==> src/rtl/nanosoc_adp_pkg.sv <==
// ADP shared definitions: command byte codes and
// the stream arbiter state encoding.
package nanosoc_adp_pkg;

  localparam logic [7:0] ADP_ESC = 8'h1b;
  localparam logic [7:0] ADP_NL  = 8'h0a;

  localparam int ADP_MAX_SRC = 4;

  typedef enum logic {
    ARB_IDLE   = 1'b0,
    ARB_LOCKED = 1'b1
  } arb_state_e;

endpackage

==> src/rtl/nanosoc_rr_pick.sv <==
// Round-robin selector: first set request after
// the last grant, wrapping modulo N.
module nanosoc_rr_pick #(
  parameter int N = 2
) (
  input  logic [N-1:0] req,
  input  logic [1:0]   last,
  output logic [1:0]   idx,
  output logic         found
);

  // Walk distances far-to-near so the nearest
  // requester after last is the final write.
  always_comb begin
    idx   = last;
    found = 1'b0;
    for (int k = N; k >= 1; k--) begin
      for (int i = 0; i < N; i++) begin
        if (req[i] && (((int'(last) + k) % N) == i)) begin
          idx   = 2'(i);
          found = 1'b1;
        end
      end
    end
  end

endmodule

==> src/rtl/nanosoc_adp_stream_arbiter.sv <==
// Command-granular round-robin arbiter feeding the
// single ADP byte stream through a registered slice.
module nanosoc_adp_stream_arbiter
  import nanosoc_adp_pkg::*;
#(
  parameter int         NUM_SRC   = 2,
  parameter logic [7:0] TERM_BYTE = ADP_NL,
  parameter int         TIMEOUT   = 1024,
  parameter int         TO_W      = 16
) (
  input  logic                 aclk,
  input  logic                 aresetn,
  input  logic [NUM_SRC-1:0]   src_valid,
  input  logic [8*NUM_SRC-1:0] src_data,
  output logic [NUM_SRC-1:0]   src_ready,
  output logic                 txd8_valid,
  output logic [7:0]           txd8_data,
  input  logic                 txd8_ready,
  output logic [1:0]           grant_id,
  output logic                 locked,
  output logic                 timeout_pulse
);

  if (NUM_SRC < 2 || NUM_SRC > ADP_MAX_SRC) begin : g_bad
    $error("NUM_SRC out of range");
  end

  arb_state_e      state;
  logic [TO_W-1:0] idle_cnt;
  logic [TO_W-1:0] idle_nxt;
  logic [1:0]      pick_idx;
  logic            pick_found;
  logic            can_load;
  logic            sel_valid;
  logic [7:0]      sel_data;
  logic            accept;
  logic            to_hit;

  nanosoc_rr_pick #(
    .N(NUM_SRC)
  ) u_pick (
    .req  (src_valid),
    .last (grant_id),
    .idx  (pick_idx),
    .found(pick_found)
  );

  assign locked   = (state == ARB_LOCKED);
  assign can_load = !txd8_valid || txd8_ready;

  always_comb begin
    sel_valid = 1'b0;
    sel_data  = 8'h00;
    src_ready = '0;
    for (int i = 0; i < NUM_SRC; i++) begin
      if (grant_id == 2'(i)) begin
        sel_valid    = src_valid[i];
        sel_data     = src_data[8*i +: 8];
        src_ready[i] = locked && can_load;
      end
    end
  end

  assign accept   = locked && sel_valid && can_load;
  assign idle_nxt = idle_cnt + TO_W'(1);
  // TIMEOUT of zero never matches, so the lock is held forever.
  assign to_hit   = (TIMEOUT != 0) &&
                    (idle_nxt == TO_W'(TIMEOUT));

  always_ff @(posedge aclk or posedge aresetn) begin
    if (aresetn) begin
      state         <= ARB_IDLE;
      grant_id      <= 2'(NUM_SRC - 1);
      idle_cnt      <= '0;
      timeout_pulse <= 1'b0;
      txd8_valid    <= 1'b0;
      txd8_data     <= 8'h00;
    end else begin
      timeout_pulse <= 1'b0;
      if (accept) begin
        txd8_valid <= 1'b1;
        txd8_data  <= sel_data;
      end else if (txd8_valid && txd8_ready) begin
        txd8_valid <= 1'b0;
      end
      unique case (state)
        ARB_IDLE: begin
          idle_cnt <= '0;
          if (pick_found) begin
            state    <= ARB_LOCKED;
            grant_id <= pick_idx;
          end
        end
        ARB_LOCKED: begin
          if (accept) begin
            idle_cnt <= '0;
            if (sel_data == TERM_BYTE) begin
              state <= ARB_IDLE;
            end
          end else if (!sel_valid) begin
            if (to_hit) begin
              state         <= ARB_IDLE;
              timeout_pulse <= 1'b1;
              idle_cnt      <= '0;
            end else begin
              idle_cnt <= idle_nxt;
            end
          end
        end
      endcase
    end
  end

endmodule

==> config.mk <==
export PLATFORM = sky130hd
export DESIGN_NAME = nanosoc_adp_stream_arbiter
export DESIGN_NICKNAME = d
export VERILOG_FILES = /design/src/rtl/nanosoc_adp_pkg.sv /design/src/rtl/nanosoc_rr_pick.sv /design/src/rtl/nanosoc_adp_stream_arbiter.sv
export SDC_FILE = /design/constraint.sdc
export NUM_CORES = 1
export LEC_CHECK = 0
export CORE_MARGIN = 1.5
export CORE_UTILIZATION = 50
export DETAILED_ROUTE_END_ITERATION = 6
export GPL_TIMING_DRIVEN = 0
export PLACE_DENSITY = 0.76
export SLEW_MARGIN = 20
export SYNTH_ARGS = -nofsm -noshare
export SYNTH_HDL_FRONTEND = slang
export SYNTH_HIERARCHICAL = 1
export SYNTH_SLANG_ARGS = --single-unit
==> constraint.sdc <==
create_clock -name aclk -period 3 [get_ports aclk]
set_input_delay 0.6 -clock aclk [delete_from_list [all_inputs] [get_ports aclk]]
set_output_delay 0.6 -clock aclk [all_outputs]
set_load 0.05 [all_outputs]
* Yosys cells after proc, flatten, opt, wreduce, memory -nomap -nowiden *
Index checks and enable logic that the tools add are counted.

storage, ports and cells
  output and inout port bits = 15
  input bits = 21
  register bits after elaboration = 29

cells by class
  bitwise logic cells = 3
  reduce and logical (&&, ||, !) cells = 16
  equal/unequal tests = 6
  $add $sub $neg = 3
  muxes and demuxes = 30

operators with widths
  operator                                                            count
  32-bit zero test                                                    2
  16-bit two-way mux                                                  3
  16-bit case mux with 2 select lines                                 1
  1-bit two-way mux                                                   19
  16-bit by 1-bit adder with 16-bit output (second input constant)    1
  16-bit by 11-bit == test with 1-bit output (second input constant)  1
  8-bit two-way mux                                                   2
  8-bit by 4-bit == test with 1-bit output (second input constant)    1
  1-bit logical AND                                                   8
  2-bit two-way mux                                                   4
  2-bit == test (second input constant)                               2
  4-bit nonzero test                                                  1
  3-bit by 2-bit != test with 1-bit output (second input constant)    1
  3-bit AND reduction                                                 1
  1-bit adder (second input constant)                                 2
  1-bit bitwise AND (first input constant)                            2
  2-bit by 1-bit == test with 1-bit output (second input constant)    1
  2-bit zero test                                                     1
  1-bit case mux with 2 select lines                                  1
  2-bit nonzero test                                                  1
  1-bit zero test                                                     1
  1-bit logical OR                                                    1
  1-bit NOT                                                           1

* Logic depth before layout (Yosys ltp) *
Gate-level depths: netlist of run 1.

  depth after elaboration = 10
  mapped depth = 8
  mapped depth without buffers = 7

* By module *
Netlist of run 1, hierarchy kept.

by module, submodules not included
  module                      area an instance (sq um)  instances  seq. area each (sq um)  cells an instance
  nanosoc_adp_stream_arbiter  1706.6                    1          726.9                   193
  nanosoc_rr_pick             32.5                      1          0.0                     5

* Least setup slack after synthesis of run 1 *
No wires, ideal clock.

  kind = register -> output
  start point = register grant_id[0]
  end point = output port src_ready[1]
  data arrival time = 1.873 ns
  required time = 2.400 ns
  path slack = 0.527 ns
  path buffers = 2
  cell stages (with the launch flop) = 4
  cells stage by stage = dfstp_2 > clkbuf_1 > buf_1 > and3_1

on the way
  longest elaborated chain between the ends = 2

ends and longest elaborated chain
  item                                      RTL line                          RTL
  start: declaration                        nanosoc_adp_stream_arbiter.sv:19  output logic [1:0] grant_id,
  start signal: assignment                  nanosoc_adp_stream_arbiter.sv:73  grant_id <= 2'(NUM_SRC - 1);
  start signal: assignment                  nanosoc_adp_stream_arbiter.sv:91  grant_id <= pick_idx;
  2-bit by 1-bit == test with 1-bit output  nanosoc_adp_stream_arbiter.sv:56  if (grant_id == 2'(i)) begin
  1-bit two-way mux                         nanosoc_adp_stream_arbiter.sv:56
  end: declaration                          nanosoc_adp_stream_arbiter.sv:15  output logic [NUM_SRC-1:0] src_ready,

No other way between the ends.

* Final worst setup path of run 1 *
  start point = register grant_id[0]
  end point = output port src_ready[0]

on the way
  longest elaborated chain between the ends = 2

ends and longest elaborated chain
  item               RTL line
  2-bit zero test    nanosoc_adp_stream_arbiter.sv:56
  1-bit two-way mux  nanosoc_adp_stream_arbiter.sv:56

No other way between the ends.

==> flow_summary.toml, run 1 <==
[run_status]
status = "finished clean"

[drt]
totalWireLength_um = 4440
postRouteAntennaNets = 0
post_drt_wl_per_cell_um = 15.5
vias = 1664
drc = 0
first_iter_violations = 60
via_per_inst = 5.80
dr.pass1.iters = 4

[layout]
finalInstanceArea_um2 = 2200
seqCellArea_um2 = 727
drive_gt1_share_pct = 8.30
multiInputGateArea_um2 = 963
nNetsFinal = 262
syn2layout_area_growth_pct = 26.4
fillers = 281
antenna_cells = 0

[worst_setup_path]
crit_type = "reg -> out"
required_ns = 2.40
slowest_delay_ns = 0.70
crit_chain = "clkbuf_1 > buf_2 > nor2_1 > clkdlybuf4s50_1"
start_kind = "register"
r2r_setup_slack_ns = 0.58
worst_path_max_delay_cell = "clkdlybuf4s50_1"
cp_max_fo = 10
cp.arrival_ns = 2.26
cp-end-kind = "output pin"
crit_family = "buffers and inverters"
crit_buf_inv = 3

[global_routing]
overflow = 0
use_met1_pct = 29.7
grt_use_met2_pct = 42.7
first_global_vias = 1574
grt_pass1_wl_um = 7040
grt_antenna_before_repair = 0
top_usage_layer = "met2"
grt_usage_pct = 25.2
grt_max_degree = 30
grt_util_met3_pct = 6.83

[synthesis]
synth_fp_nets = 220
ys_dominant_reg_cell = "dfrtp_1"
yosysWarnings = 6
synth-edff-count = 0
ys_types = 43
syn_inst = 198
synth_seq_cells = 29
syn_avg_cell_area_um2 = 8.78
async_flop_share_pct = 100
seq_area_frac_synth_pct = 41.8
syn_area_um2 = 1740

[min_path]
hold_path.class = "reg -> reg"

[timing]
finalHoldViolCount = 0
fin_crit_ns = 2.86
finalCritPeriodShare_pct = 95.3
max_slew_margin_pct = 56.6
rsz0062_at_grt = "no"
slew_violations = 0
tns_ns = 0
setup_viol = 0
skew_ns = 0.00739
timing.fmax_ghz = 0.350
tightest_slew_ns = 0.646

[run]
drv_cap = 0

[floorplanning]
rows = 21
dieArea_um2 = 3840
coreArea_um2 = 3340
io_pins = 36
initial_core_util_pct = 52.1
die_w_um = 62.0
dieHeight_um = 62.0

[clock_tree]
cts-htree-levels = 2
worstSkewPairLatency_ns = 0.33
path_clk_slew_ns = 0.10
hold_buffers = 0
numClockSinks = 29
cts_root_buffer = "clkbuf_4"
cts_buffer_depth = 2
numCtsBuffers = 5
tritoncts = "yes"

[place]
globalplace.congestion = 0.844
dp_hpwl_um = 3250
io_buffers = 35
place_area_um2 = 2150

[power_and_ir_drop]
peakVddDrop_uv = 344
leakagePower_nw = 0.907
cellPowerDensity_nw_per_um2 = 756
-- cells by family (layout without fill, tap and decap cells) --
kind of cell    count (synthesis)  count (layout)  synth area share (%)
simple gates                   98              98                  30.3
compound gates                 39              39                  14.2
flops                          29              29                  41.8
mux                            14              14                  8.20
buf+inv                        13              56                  2.81
xor+xnor                        4               4                  2.01
fa+ha+maj                       1               1                 0.719
-- Yosys cell counts (2+ instances only) --
| cell | instances | area (um2) |
|---|---|---|
| nor3_1 | 5 | 25.0 |
| buf_1 | 2 | 7.51 |
| nand2_1 | 30 | 113 |
| nor3b_1 | 2 | 15.0 |
| nor4b_1 | 2 | 17.5 |
| or3_1 | 7 | 43.8 |
| mux2_2 | 2 | 22.5 |
| xnor2_1 | 3 | 26.3 |
| or4b_2 | 2 | 20.0 |
| nand2b_1 | 4 | 25.0 |
| o21ai_0 | 14 | 70.1 |
| nand4_1 | 5 | 31.3 |
| clkbuf_1 | 7 | 26.3 |
| dfrtp_1 | 28 | 701 |
| mux2i_1 | 12 | 120 |
| nor4_1 | 2 | 12.5 |
| inv_1 | 4 | 15.0 |
| nand4_2 | 2 | 25.0 |
| nor2_1 | 15 | 56.3 |
| nor2b_1 | 3 | 18.8 |
| nand3_1 | 10 | 50.1 |
| o21ai_1 | 4 | 20.0 |
| o31ai_1 | 12 | 90.1 |
| a21oi_1 | 2 | 10.0 |
-- placed cells by master (no fill, tap or decap), types with 3 or more instances in the layout --
cell and n:
nand4_1 5, xnor2_1 3, or3_1 7, nor2b_1 3
nand2b_1 4, o21ai_0 14, inv_1 3, clkbuf_1 8
o31ai_1 12, mux2i_1 12, nand2_1 30, nand3_1 10
o21ai_1 4, nor2_1 15, dfrtp_1 28, clkdlybuf4s50_1 34
clkbuf_4 5, nor3_1 5
-- layout make-up --
| cell class | count | area share, % |
|---|---|---|
| buffer | 9 | 1.59 |
| clock buffer | 6 | 1.88 |
| clock inverter | 2 | 0.455 |
| inverter | 4 | 0.683 |
| multi-input combinational | 156 | 43.8 |
| sequential | 29 | 33.1 |
| tap | 46 | 2.62 |
| timing repair buffer | 35 | 15.9 |
-- sequential cells by signal, summed over array words and instances, names as in the netlist --
signal,cells
locked,1
txd8_valid,1
timeout_pulse,1
idle_cnt,16
txd8_data,8
grant_id,2
-- worst register-to-register path, stage by stage, from the launching register on --
cell	delay, ns
dfstp_2	0.56
clkbuf_1	0.25
mux2i_1	0.17
o21ai_1	0.54
clkbuf_1	0.43
nor2_1	0.09
o21ai_0	0.15
o41ai_1	0.10
-- through the flow --
| stage | cells | total power [mW] | setup slack, ns | hold WS, ns | utilization, % |
|---|---|---|---|---|---|
| 2_1_floorplan | 198 | 1.16 | 0.527 | 0.473 | - |
| 3_3_place_gp | 279 | 1.43 | 0.0867 | 0.462 | 64.3 |
| 3_5_place_dp | 279 | 1.44 | 0.0663 | 0.467 | 64.3 |
| 4_1_cts | 287 | 1.68 | 0.147 | 0.489 | 65.9 |
| 5_1_grt | 287 | 1.77 | 0.0265 | 0.519 | 65.9 |
| 6_report | 287 | 1.66 | 0.142 | 0.481 | 65.9 |
-- power breakdown --
group | leakage (nW) | switching [mW] | total, mW | internal, mW
clock network | 0.0320 | 0.143 | 0.232 | 0.0891
logic | 0.496 | 0.577 | 0.879 | 0.302
registers | 0.378 | 0.0674 | 0.550 | 0.483
-- layer usage --
| layer | vias up | wire, um | share of wire, % |
|---|---|---|---|
| met4 | 0 | 70 | 1.6 |
| met1 | 787 | 1870 | 42 |
| met5 | - | 0 | 0 |
| li1 | 802 | - | - |
| met3 | 11 | 321 | 7.2 |
| met2 | 64 | 2180 | 49 |
-- final timing paths --
| kind | start | end | cells after the start |
|---|---|---|---|
| max in group asynchronous | aresetn | timeout_pulse$_DFF_PP0_ | 2 |
| min | txd8_data[2]$_DFFE_PP0P_ | txd8_data[2]$_DFFE_PP0P_ | 2 |
| max | grant_id[0]$_DFFE_PP1P_ | src_ready[0] | 4 |
| min in group asynchronous | aresetn | idle_cnt[11]$_DFFE_PP0P_ | 2 |
| min reg2reg | txd8_data[2]$_DFFE_PP0P_ | txd8_data[2]$_DFFE_PP0P_ | 2 |
| max reg2reg | grant_id[0]$_DFFE_PP1P_ | idle_cnt[6]$_DFFE_PP0P_ | 7 |
-- timing repair --
action	in CTS	in global routing
buffers inserted	0	0
gates resized for setup	2	0
setup endpoints to repair	2	0
Note: power is estimated with default switching activity, not from simulation.
==> run 2, diff against run 1 <==
SKIP_LAST_GASP = 1   (was default)
SLEW_MARGIN = default   (was 20)
==> run 2 against run 1 <==
Critical path type unchanged; clock skew is essentially flat; clock-buffer cell count unchanged; sequential share of layout area unchanged; sequential power about the same; highest routed layer unchanged; maximum frequency is essentially flat; largest power group unchanged; sequential cell count did not move; cell area unchanged; combinational power about the same.
==> flow_summary.toml, run 2 (synthesis results as in run 1) <==
[run_status]
status = "finished clean"

[clock_tree]
cts-htree-levels = 2
worstSkewPairLatency_ns = 0.33
hold_buffers = 0
numCtsBuffers = 5
path_clk_slew_ns = 0.10
cts_setup_buffers = 0
cts_buffer_depth = 2
tritoncts = "yes"
cts_resized = 2
cts_root_buffer = "clkbuf_4"
numClockSinks = 29

[worst_setup_path]
crit_family = "buffers and inverters"
start_kind = "register"
cp_max_fo = 10
reg2reg_to = "idle_cnt[6]$_DFFE_PP0P_"
required_ns = 2.40
cp-end-kind = "output pin"
r2r_setup_slack_ns = 0.59
crit-reg2reg-launch = "grant_id[0]$_DFFE_PP1P_"
crit_chain = "clkbuf_1 > buf_2 > nor2_1 > clkdlybuf4s50_1"
crit_buf_inv = 3
cp.arrival_ns = 2.26
worst_path_max_delay_cell = "clkdlybuf4s50_1"
r2r_cells = 7
slowest_delay_ns = 0.70
crit_type = "reg -> out"

[drt]
first_iter_violations = 60
totalWireLength_um = 4410
postRouteAntennaNets = 0
post_drt_wl_per_cell_um = 15.4
dr.pass1.iters = 4
drc = 0
via_per_inst = 5.78
vias = 1660

[run]
drv_cap = 0

[timing]
tns_ns = 0
rsz0062_at_grt = "no"
fin_crit_ns = 2.86
timing.fmax_ghz = 0.350
max_slew_margin_pct = 26.7
tightest_slew_ns = 1.10
slew_violations = 0
finalCritPeriodShare_pct = 95.2
hold_slack_ns = 0.481
finalHoldViolCount = 0
skew_ns = 0.00736
setup_viol = 0

[power_and_ir_drop]
leakagePower_nw = 0.908
peakVddDrop_uv = 343
cellPowerDensity_nw_per_um2 = 755
power_mw = 1.66

[floorplanning]
dieHeight_um = 62.0
coreArea_um2 = 3340
dieArea_um2 = 3840
die_w_um = 62.0
initial_core_util_pct = 52.1
io_pins = 36
rows = 21

[place]
dp_hpwl_um = 3250
globalplace.congestion = 0.844
io_buffers = 35

[global_routing]
first_global_vias = 1574
grt_pass1_wl_um = 7040
grt_max_degree = 30
grt_antenna_before_repair = 0
grt_usage_pct = 25.2
overflow = 0

[layout]
drive_gt1_share_pct = 7.88
syn2layout_area_growth_pct = 26.4
largest_reg_flops = 16
antenna_cells = 0
largest-register = "idle_cnt"
top_regs = "idle_cnt x16, txd8_data x8, grant_id x2"
nNetsFinal = 262
final_cell_mix = "34 x clkdlybuf4s50_1, 30 x nand2_1, 28 x dfrtp_1"
layout_commonest_cell = "clkdlybuf4s50_1"

[min_path]
hp-start = "txd8_data[2]$_DFFE_PP0P_"
min_to = "txd8_data[2]$_DFFE_PP0P_"
hold_path.class = "reg -> reg"
holdPathStages = 2
run 2: area by class of cell:
cell class | count | area (um2)
plain buffers | 9 | 35.0
repair buffers | 35 | 349
clock buffers | 6 | 41.3
well taps | 46 | 57.6
flip-flops and latches | 29 | 727
multi-input cells | 156 | 963
clock inverters | 2 | 10.0
inverters | 4 | 15.0
fillers | 281 | 1140
run 2: metal layers:
metal	global-route usage [%]	routed length [um]
met5	0	0
met4	11.6	75
met3	6.83	326
met2	42.7	2170
met1	29.7	1840
run 2: through the flow:
step	std cells	setup slack [ns]	area, um2	util (%)
3_5_place_dp	279	0.0663	2150	64.3
3_3_place_gp	279	0.0867	2150	64.3
2_1_floorplan	198	0.527	1740	-
5_1_grt	287	0.0265	2200	65.9
6_report	287	0.144	2200	65.9
4_1_cts	287	0.147	2200	65.9
run 2: how the worst max path moves through the flow:
stage                                  startpoint      endpoint  slack [ns]  cells past startpoint
after global routing      grant_id[0]$_DFFE_PP1P_  src_ready[0]        0.03                      4
after global placement    grant_id[0]$_DFFE_PP1P_  src_ready[1]        0.09                      4
after detailed placement  grant_id[0]$_DFFE_PP1P_  src_ready[1]        0.07                      4
after floorplan           grant_id[0]$_DFFE_PP1P_  src_ready[1]        0.53                      3
final                     grant_id[0]$_DFFE_PP1P_  src_ready[0]        0.14                      4
after CTS                 grant_id[0]$_DFFE_PP1P_  src_ready[0]        0.15                      4
run 2: worst min-delay path, stage by stage, from the launching register on:
cell and delay (ns):
dfrtp_1 0.35, nand2_1 0.05, o31ai_1 0.05
run 2: power by group:
part	leakage [nW]	internal (mW)	switching, mW
combinational	0.497	0.302	0.576
sequential	0.378	0.483	0.0676
clock	0.0320	0.0891	0.141
==> run 3, diff against run 2 <==
GPL_TIMING_DRIVEN = default   (was 0)
==> run 3 against run 2 <==
Cell area rose by 1.3%; non-clock buffer count shrank 5; first-iteration DRC count grew 13%; final cell count fell by 1.7%; maximum frequency up 10%; via count decreased by 2.5%; wire length is 3.4% lower; sequential cell count unchanged; critical endpoint is now grant_id[0].
==> flow_summary.toml, run 3 (synthesis results as in run 1) <==
[timing]
max_slew_margin_pct = 61.0
setup_viol = 0
timing.fmax_ghz = 0.385
tightest_slew_ns = 0.583
rsz0062_at_grt = "no"
slew_violations = 0
setup_slack_ns = 0.404
fin_crit_ns = 2.60
skew_ns = 0.00728
finalHoldViolCount = 0
tns_ns = 0
finalCritPeriodShare_pct = 86.5

[power_and_ir_drop]
p_int_mw = 0.987
power.switching_mw = 0.781
p_sw_share_pct = 44.2
clkPwrFrac_pct = 19.5
cellPowerDensity_nw_per_um2 = 793
p_comb_share_pct = 46.8
seqPwrFrac_pct = 33.7
peakVddDrop_uv = 509
leakagePower_nw = 0.926

[clock_tree]
cts-htree-levels = 2
cts_buffer_depth = 2
worstSkewPairLatency_ns = 0.33
cts_resized = 0
tritoncts = "yes"
numCtsBuffers = 5
path_clk_slew_ns = 0.10
hold_buffers = 0
cts_root_buffer = "clkbuf_4"
cts_setup_buffers = 0
numClockSinks = 29

[worst_setup_path]
crit_family = "buffers and inverters"
cp-end-kind = "output pin"
cp.arrival_ns = 2.00
crit_type = "reg -> out"
worst_path_max_delay_cell = "clkdlybuf4s50_1"
start_kind = "register"
crit_chain = "clkdlybuf4s50_1"
critical_path_depth = 1
cp_max_fo = 16
required_ns = 2.40
slowest_delay_ns = 0.89
crit_buf_inv = 1
r2r_cells = 7

[drt]
totalWireLength_um = 4260
first_iter_violations = 68
postRouteAntennaNets = 0
via_per_inst = 5.74
dr.pass1.iters = 5
drc = 0
vias = 1618
post_drt_wl_per_cell_um = 15.1

[layout]
fillers = 287
top_regs = "idle_cnt x16, txd8_data x8, grant_id x2"
largest-register = "idle_cnt"
syn2layout_area_growth_pct = 28.1
multiInputGateArea_um2 = 963
nNetsFinal = 257
largest_reg_flops = 16
layoutNonFillerInstCount = 282
seqCellArea_um2 = 727
antenna_cells = 0
layout_commonest_cell = "clkdlybuf4s50_1"
final_cell_mix = "33 x clkdlybuf4s50_1, 30 x nand2_1, 28 x dfrtp_1"
drive_gt1_share_pct = 10.6

[run]
drv_cap = 0

[global_routing]
grt_max_degree = 30
grt_pass1_wl_um = 6760
grt_antenna_before_repair = 0
grt_usage_pct = 24.3
first_global_vias = 1471
overflow = 0

[min_path]
holdPathStages = 2
hold_path.class = "reg -> reg"

[floorplanning]
coreArea_um2 = 3340
rows = 21
dieArea_um2 = 3840
initial_core_util_pct = 52.1
io_pins = 36
die_w_um = 62.0
dieHeight_um = 62.0

[place]
dp_cells = 274
dp_hpwl_um = 3190
io_buffers = 35
post-place-ws_ns = 0.644
globalplace.congestion = 0.851

[run_status]
status = "finished clean"
run 3: area by class of cell:
type,instances,area share [%]
repair buffers,39,16.9
inverters,4,0.674
clock buffers,6,2.30
flip-flops and latches,29,32.6
clock inverters,2,1.69
well taps,46,2.58
multi-input cells,156,43.3
run 3: worst paths after layout:
check / from / end / slack, ns
max: grant_id[0]$_DFFE_PP1P_ / grant_id[0] / 0.40
min: txd8_data[0]$_DFFE_PP0P_ / txd8_data[0]$_DFFE_PP0P_ / 0.48
max reg2reg: idle_cnt[0]$_DFFE_PP0P_ / idle_cnt[10]$_DFFE_PP0P_ / 0.86
min reg2reg: txd8_data[0]$_DFFE_PP0P_ / txd8_data[0]$_DFFE_PP0P_ / 0.48
max in group asynchronous: aresetn / grant_id[0]$_DFFE_PP1P_ / 2.05
min in group asynchronous: aresetn / idle_cnt[6]$_DFFE_PP0P_ / 0.63
run 3: per-layer routing:
metal,global-route usage (%),wire length (um),vias up
li1,-,-,796
met1,30.3,1820,765
met2,41.1,2140,51
met3,5.80,237,6
met4,8.51,62,0
met5,0,0,-
run 3: stage by stage:
stage               total power [mW]  area [um2]  util [%]  hold slack [ns]
CTS                             1.78        2230      66.7            0.488
floorplan                       1.16        1740         -            0.473
finish                          1.77        2230      66.7            0.481
global placement                1.42        2140      64.1            0.462
global route                    1.87        2230      66.7            0.510
detailed placement              1.44        2140      64.1            0.466
run 3: power groups by stage:
| stage | logic, mW | registers, mW | clock network [mW] |
|---|---|---|---|
| finish | 0.827 | 0.596 | 0.345 |
| detailed placement | 0.833 | 0.603 | 0 |
| floorplan | 0.372 | 0.789 | 0 |
| global placement | 0.821 | 0.597 | 0 |
| CTS | 0.834 | 0.596 | 0.350 |
| global route | 0.897 | 0.609 | 0.366 |
